$ cat src/rtl/mode_cycle_selector.sv
// Game-mode selector: synchronises and debounces prev/next buttons and steps a
// mode index (wrap or saturate) on each accepted press while the game is in WAIT.
module mode_cycle_selector #(
  parameter int NUM_MODES       = 3,
  parameter int MODE_W          = $clog2(NUM_MODES),
  parameter int DEFAULT_MODE    = 0,
  parameter int DEBOUNCE_CYCLES = 4,
  parameter int WRAP            = 1
) (
  input  logic              clk,
  input  logic              rst,
  input  logic              btn_next,
  input  logic              btn_prev,
  input  logic [1:0]        state,
  output logic [MODE_W-1:0] mode,
  output logic              mode_changed,
  output logic              locked
);

  typedef enum logic [1:0] {
    ST_RUN      = 2'b00,
    ST_WAIT     = 2'b01,
    ST_PAUSE    = 2'b10,
    ST_END_GAME = 2'b11
  } gameState_t;

  localparam int CNT_W = $clog2(DEBOUNCE_CYCLES + 1);
  localparam logic [CNT_W-1:0]  CNT_LAST = CNT_W'(DEBOUNCE_CYCLES - 1);
  localparam logic [MODE_W-1:0] MODE_MAX = MODE_W'(NUM_MODES - 1);
  localparam logic [MODE_W-1:0] MODE_DEF = MODE_W'(DEFAULT_MODE);

  // Index 0 is the "next" button, index 1 the "prev" button.
  logic [1:0]       w_raw;
  logic [1:0]       r_s1;
  logic [1:0]       r_s2;
  logic [1:0]       r_deb;
  logic [CNT_W-1:0] r_cnt [2];
  logic [1:0]       w_press;
  logic             w_accept;
  logic [MODE_W-1:0] w_modeNext;
  logic [MODE_W-1:0] r_mode;
  logic              r_changed;

  assign w_raw = {btn_prev, btn_next};

  always_ff @(posedge clk or posedge rst) begin
    if (rst) begin
      r_s1  <= '0;
      r_s2  <= '0;
      r_deb <= '0;
      for (int i = 0; i < 2; i++) r_cnt[i] <= '0;
    end else begin
      r_s1 <= w_raw;
      r_s2 <= r_s1;
      for (int i = 0; i < 2; i++) begin
        if (r_s2[i] == r_deb[i]) begin
          r_cnt[i] <= '0;
        end else if (r_cnt[i] == CNT_LAST) begin
          r_deb[i] <= r_s2[i];
          r_cnt[i] <= '0;
        end else begin
          r_cnt[i] <= r_cnt[i] + CNT_W'(1);
        end
      end
    end
  end

  // A press fires on the same edge that the debounced level rises.
  always_comb begin
    for (int i = 0; i < 2; i++) begin
      w_press[i] = r_s2[i] & ~r_deb[i] & (r_cnt[i] == CNT_LAST);
    end
  end

  assign w_accept = (gameState_t'(state) == ST_WAIT) && (w_press[0] != w_press[1]);

  always_comb begin
    w_modeNext = r_mode;
    if (w_accept) begin
      if (w_press[0]) begin
        if (r_mode == MODE_MAX) w_modeNext = (WRAP != 0) ? '0 : r_mode;
        else                    w_modeNext = r_mode + MODE_W'(1);
      end else begin
        if (r_mode == '0)       w_modeNext = (WRAP != 0) ? MODE_MAX : r_mode;
        else                    w_modeNext = r_mode - MODE_W'(1);
      end
    end
  end

  always_ff @(posedge clk or posedge rst) begin
    if (rst) begin
      r_mode    <= MODE_DEF;
      r_changed <= 1'b0;
    end else begin
      r_mode    <= w_modeNext;
      r_changed <= (w_modeNext != r_mode);
    end
  end

  assign mode         = r_mode;
  assign mode_changed = r_changed;
  assign locked       = (gameState_t'(state) != ST_WAIT);

endmodule

$ cat config.mk
export PLATFORM = sky130hd
export DESIGN_NAME = mode_cycle_selector
export DESIGN_NICKNAME = d
export VERILOG_FILES = /design/src/rtl/mode_cycle_selector.sv
export SDC_FILE = /design/constraint.sdc
export NUM_CORES = 1
export LEC_CHECK = 0
export BUFFER_PORTS_ARGS = -buffer_cell sky130_fd_sc_hd__buf_2
export CAP_MARGIN = 0
export CORE_UTILIZATION = 50
export CTS_CLUSTER_DIAMETER = 150
export CTS_CLUSTER_SIZE = 30
export DETAILED_ROUTE_END_ITERATION = 12
export GPL_TIMING_DRIVEN = 0
export HOLD_SLACK_MARGIN = 0.06
export PLACE_DENSITY = 0.72
export SYNTH_ARGS = -nofsm -noshare
export SYNTH_HDL_FRONTEND = slang
export SYNTH_SLANG_ARGS = --single-unit
$ cat constraint.sdc
create_clock -name clk -period 1.85 [get_ports clk]
set_input_delay 0.185 -clock clk [delete_from_list [all_inputs] [get_ports clk]]
set_output_delay 0.185 -clock clk [all_outputs]
set_load 0.1 [all_outputs]
Yosys cells after proc, flatten, opt, wreduce, memory -nomap -nowiden:

Cells that the tools add are included.

* bits in registers: 15
* input bits: 6
* output and inout bits: 4
* word-level logic and storage cells: 41

* add/sub/neg operators: 4
* equality and inequality tests: 9
* mux-type cells: 8
* bitwise logic cells: 8
* reductions and logical operators: 4

Operators with widths (count)
* 3-bit 2-to-1 mux: 4
* 2-bit 2-to-1 mux: 4
* 3-bit by 1-bit adder with 3-bit output (second input constant): 2
* 3-bit by 2-bit == test with 1-bit output (second input constant): 2
* 1-bit bitwise AND: 4
* 1-bit NOT: 4
* 2-bit AND reduction: 2
* 2-bit by 1-bit adder with 2-bit output (second input constant): 1
* 1-bit == test: 2
* 2-bit by 1-bit == test with 1-bit output (second input constant): 1
* 2-bit == test (second input constant): 1
* 2-bit zero test: 1
* 2-bit by 1-bit != test with 1-bit output (second input constant): 1
* 2-bit != test: 1
* 2-bit by 1-bit subtractor with 2-bit output (second input constant): 1
* 1-bit logical AND: 1
* 1-bit != test: 1

Longest topological paths before layout:

* depth after elaboration: 7
* mapped depth: 6
* mapped depth without buffers: 6

Worst setup path before layout:

OpenSTA, ideal clock, no wires.

* path kind: flip-flop to flip-flop
* start point: reg r_mode[0], in the netlist mode[0]
* end point: reg r_mode[0], in the netlist mode[0]
* library setup time: 126 ps
* arrival: 1870 ps
* required time: 1724 ps
* slack: -146 ps
* stages on the path, launching flop included: 5
* path buffers: 0
* period minus slack after synthesis: 1996 ps
* cells stage by stage: dfrtp_1 -> inv_1 -> ha_1 -> mux2_4 -> mux2_4

* cells in the longest elaborated chain, start to end: 4
* elaborated cells on any way between the ends: 8
* those cells by class: 2 x add/sub; 1 x eq/ne; 4 x mux; 1 x reduce/logical

Ends and longest elaborated chain
* from (decl): line 41 `logic [MODE_W-1:0] r_mode;`
* from (signal assigned): line 95 `r_mode <= w_modeNext;`
* 2-bit by 1-bit subtractor with 2-bit output, or another cell as far along: line 85 `else w_modeNext = r_mode - MODE_W'(1);`
* 2-bit 2-to-1 mux (on tied branches): line 84, 81
* 2-bit 2-to-1 mux: line 80 `if (w_press[0]) begin`
* 2-bit 2-to-1 mux *: line 79 `if (w_accept) begin`
* net w_modeNext[0]: line 40 `logic [MODE_W-1:0] w_modeNext;`

The timed path passes the listed nets; every way through them passes the cells marked *.
A chain may end at the register's enable or synchronous reset.

Worst setup path after layout:

* start point: reg r_cnt[3] (netlist name)
* end point: reg r_mode[0], in the netlist mode[0]

* cells in the longest elaborated chain, start to end: 5
* elaborated cells on any way between the ends: 6
* those cells by class: 2 x eq/ne; 2 x mux; 1 x bitwise; 1 x reduce/logical

Ends and longest elaborated chain
* from (decl): line 37 `logic [CNT_W-1:0] r_cnt [2];`
* from (signal, indexed assignment): line 62 `r_cnt[i] <= r_cnt[i] + CNT_W'(1);`
* 3-bit by 2-bit == test with 1-bit output *: line 71 `w_press[i] = r_s2[i] & ~r_deb[i] & (r_cnt[i] == CNT_LAST);`
* 1-bit bitwise AND *: line 71
* 1-bit != test: line 75 `assign w_accept = (gameState_t'(state) == ST_WAIT) && (w_press[0] != w_press[1]);`
* 1-bit logical AND: line 75
* 2-bit 2-to-1 mux *: line 79
* net w_modeNext[0]: line 40

Marked as above.

==> summary.md <==
| Metric | Value |
|---|---|
| Status | `finished, final reports clean` |
| H-tree level count | `1` |
| Mux share of post-synthesis cell area | `under 10%` |
| Number of cells after detailed placement | `slightly below 80` |
| Root buffer cell | `clkbuf_4` |
| Net Sw Frac | `between 30% and 40%` |
| Period utilization | `around four fifths` |
| Syn. warnings | `0` |
| Setup-failing EPs final | `0` |
| Avg Cell Area, Syn | `~13 µm²` |
| DR iter-0 viols | `1` |
| Worst Setup EP | `mode[0]` |
| Average wire per standard cell | `between 10 and 15 µm` |
| Site Rows | `13` |
| CTS buffer count | `3` |
| R2R Setup Slk | `just under 0.4 ns` |
| CP required | `approximately 2.0 ns` |
| RSZ-0062 raised after global routing | `false` |
| # Post-CTS Setup Buffers | `0` |
| P_int | `approximately 0.66 mW` |
| Num Clock Sinks | `15` |
| Filler instances | `~120` |
| Register bit total from synthesis | `15` |
| XOR/XNOR Fraction of Synth Area | `about 3.8%` |
| Leak pwr | `0.434 nW` |
| Period minus WS final | `between 1 and 1.5 ns` |
| Relative slew slack | `64.1%` |
| Overflow after GRT | `0` |
| IO Pins | `10` |
| Post-Place Worst Slack | `0.397 ns` |
| Diodes inserted | `0` |
| Clk_lat worst skew | `between 0.2 and 0.3 ns` |
| Post-synthesis compound-gate area fraction | `~2.2%` |
| Fraction of layout cells with a size suffix above 1 | `30.0%` |
| Setup WS post-layout | `roughly 0.39 ns` |
| Psw | `about 0.43 mW` |
| TritonRoute pass-1 iters | `2` |
| I/O Buffers | `9` |
| Worst R2R Start | `r_cnt[3]` |
| Clock Pin Slew Worst Setup and Hold Paths | `approximately 0.090 ns` |
| Worst endpoint data arrival time | `between 1.5 and 2 ns` |
| Clock skew | `0.00504 ns` |
| Non-filler cells, final | `85` |
| Initial core utilization | `53.6%` |
| Drt via density | `approximately 4.8` |
| Core area | `roughly 0.0013 mm²` |
| Gr usage total | `between 10% and 20%` |
| CP Class | `flip-flop to flip-flop` |
| ANT nets after route | `0` |
| Clock network fraction of total power | `between 15 and 20%` |
| Mapped Cells | `54` |
| Seq pwr share | `41.4%` |
| Crit Path Max Fanout | `3` |
| Vias in the first global route | `358` |
| Die Span X | `a little under 40 µm` |
| Hold Buf Count CTS | `3` |
| Die ar. | `~0.0015 mm²` |
| Max Slew Vio Count | `0` |
| Global-route wire length before repair | `roughly 1400 µm` |
| Area growth, synth to finish | `17.8%` |
| CTS tree | `done` |
| Worst flop-to-flop path endpoint | `mode[0]` |
| Syn_nets | `67` |
| Die Y-Extent | `approximately 39 µm` |
| Power Density | `roughly 1300 mW/mm²` |
| Logic pwr share | `between 40% and 50%` |
| Main combinational cell family by area after synthesis | `simple AND/OR/NAND/NOR gates` |
| Antenna violations before repair | `0` |
| Hpwl dp | `just under 700 µm` |
| Post-synth ARST share | `100%` |
| Critical Path Start | `r_cnt[3]` |
| Synth Flop Type | `dfrtp_1` |
| Clock buffer depth | `2` |
| Nets | `84` |
| Max frequency | `a little under 0.7 GHz` |
| Pin count of the biggest net entering global routing | `16` |
| Cells on worst reg2reg path | `5` |
| Final wirelength | `approximately 950 µm` |
| Worst Setup End Kind | `flip-flop` |
| CP Launch Type | `flip-flop` |
| Sequential fraction of the synthesis area | `about 54%` |
| Post-synthesis simple-gate area fraction | `16.5%` |
| Mapped cell area | `between 600 and 700 µm²` |
| Post-Route Setup TNS | `0 ns` |
| Max-cap violation count | `0` |
| Count of different cell masters after synthesis | `18` |
| Adder-Cell Fraction of Synth Area | `12.6%` |
| Final Wtd Congestion | `about 0.63` |
| Maximum VDD drop | `0.596 mV` |
| Slew @ Worst Pin | `0.538 ns` |
| Post-synth EDFFs | `0` |
| Via count | `411` |
| Hold Crit Class | `input pin to flip-flop` |
| Residual DRC | `0` |
| Hold Vio Cnt, Final | `0` |
| Post-CTS Resized | `0` |
[power groups by stage]
stage / Sequential, mW / Clock (mW) / Combinational, mW
finish: 0.450 / 0.189 / 0.447
global route: 0.458 / 0.209 / 0.490
CTS: 0.453 / 0.194 / 0.455
detailed placement: 0.459 / 0 / 0.449
global placement: 0.455 / 0 / 0.436
floorplan: 0.563 / 0 / 0.265
[state kept, by name (all words and copies together) (netlist names)]
| register | count |
|---|---|
| r_cnt | 6 |
| mode | 2 |
| r_deb | 2 |
| r_s1 | 2 |
| r_s2 | 2 |
| mode_changed | 1 |
[cells in the mapped netlist, types with 2 or more instances]
master / n / area share [%]
o21ai_0: 2 / 1.4
nand2_1: 2 / 1.1
xnor2_1: 2 / 2.5
ha_1: 7 / 13
nor2b_1: 5 / 4.5
dfrtp_1: 15 / 54
mux2_4: 3 / 6.5
nor3_1: 2 / 1.4
nor3b_1: 2 / 2.2
inv_1: 6 / 3.2
[metrics by stage]
stage | power [mW] | util, % | hold WS [ns] | area, µm²
after floorplan | 0.828 | - | 0.0863 | 699
after detailed placement | 0.908 | 58.7 | 0.258 | 763
after CTS | 1.10 | 63.1 | 0.308 | 821
after global placement | 0.891 | 58.7 | 0.254 | 763
final | 1.09 | 63.1 | 0.301 | 821
after global routing | 1.16 | 63.1 | 0.320 | 821
[cells in the final DEF, fill, tap and decap left out]
cell type / instances
dfrtp_1: 13
buf_2: 9
ha_1: 7
inv_1: 6
nor2b_1: 5
mux2_4: 3
clkbuf_4: 3
dlygate4sd3_1: 3
nor3_1: 2
xnor2_1: 2
nor3b_1: 2
nand2_1: 2
o21ai_0: 2
dfrtp_2: 2
nand2b_1: 1
nand3b_4: 1
nand3b_1: 1
xor2_1: 1
nand2b_2: 1
mux2i_1: 1
and2b_2: 1
a21oi_1: 1
clkinv_2: 1
[metal layers]
layer | up-vias | global-route usage, % | wire length [µm]
met1 | 193 | 17.3 | 442
met2 | 6 | 21.7 | 438
li1 | 207 | - | -
met5 | - | 0 | 0
met4 | 0 | 18.1 | 42
met3 | 5 | 5.11 | 30
[kinds of logic after synthesis]
group	count (synthesis)
AO/OA/AOI/OAI	3
XOR/XNOR	3
adder cells (fa/ha/maj)	7
buffers and inverters	6
flip-flops	15
multiplexers	4
AND/OR/NAND/NOR	16
[cell type report]
class | count | area (µm²) | share of cell area (%)
Clock inverter | 1 | 5.00 | 0.610
Clock buffer | 3 | 22.5 | 2.74
Inverter | 6 | 22.5 | 2.74
Sequential cell | 15 | 378 | 46.0
Tap cell | 15 | 18.8 | 2.29
Multi-Input combinational cell | 33 | 299 | 36.4
Timing Repair Buffer | 12 | 75.1 | 9.15
[critical path, cell delays in order, from the launching register on]
cell,delay [ns]
dfrtp_1,0.40
ha_1,0.25
nand3b_4,0.12
xor2_1,0.17
nand2b_2,0.11
mux2_4,0.30
[worst min-delay path by stage]
| stage | from | cells after the start | slack, ns | to |
|---|---|---|---|---|
| 2_1_floorplan | rst | 1 | 0.09 | mode_changed |
| 3_3_place_gp | rst | 2 | 0.25 | r_s1[0] |
| 3_5_place_dp | rst | 2 | 0.26 | r_cnt[3] |
| 4_1_cts | state[0] | 4 | 0.31 | mode_changed |
| 5_1_grt | state[0] | 4 | 0.32 | mode_changed |
| 6_report | state[0] | 4 | 0.30 | mode_changed |
No activity file was read; power rests on OpenSTA's default activity.
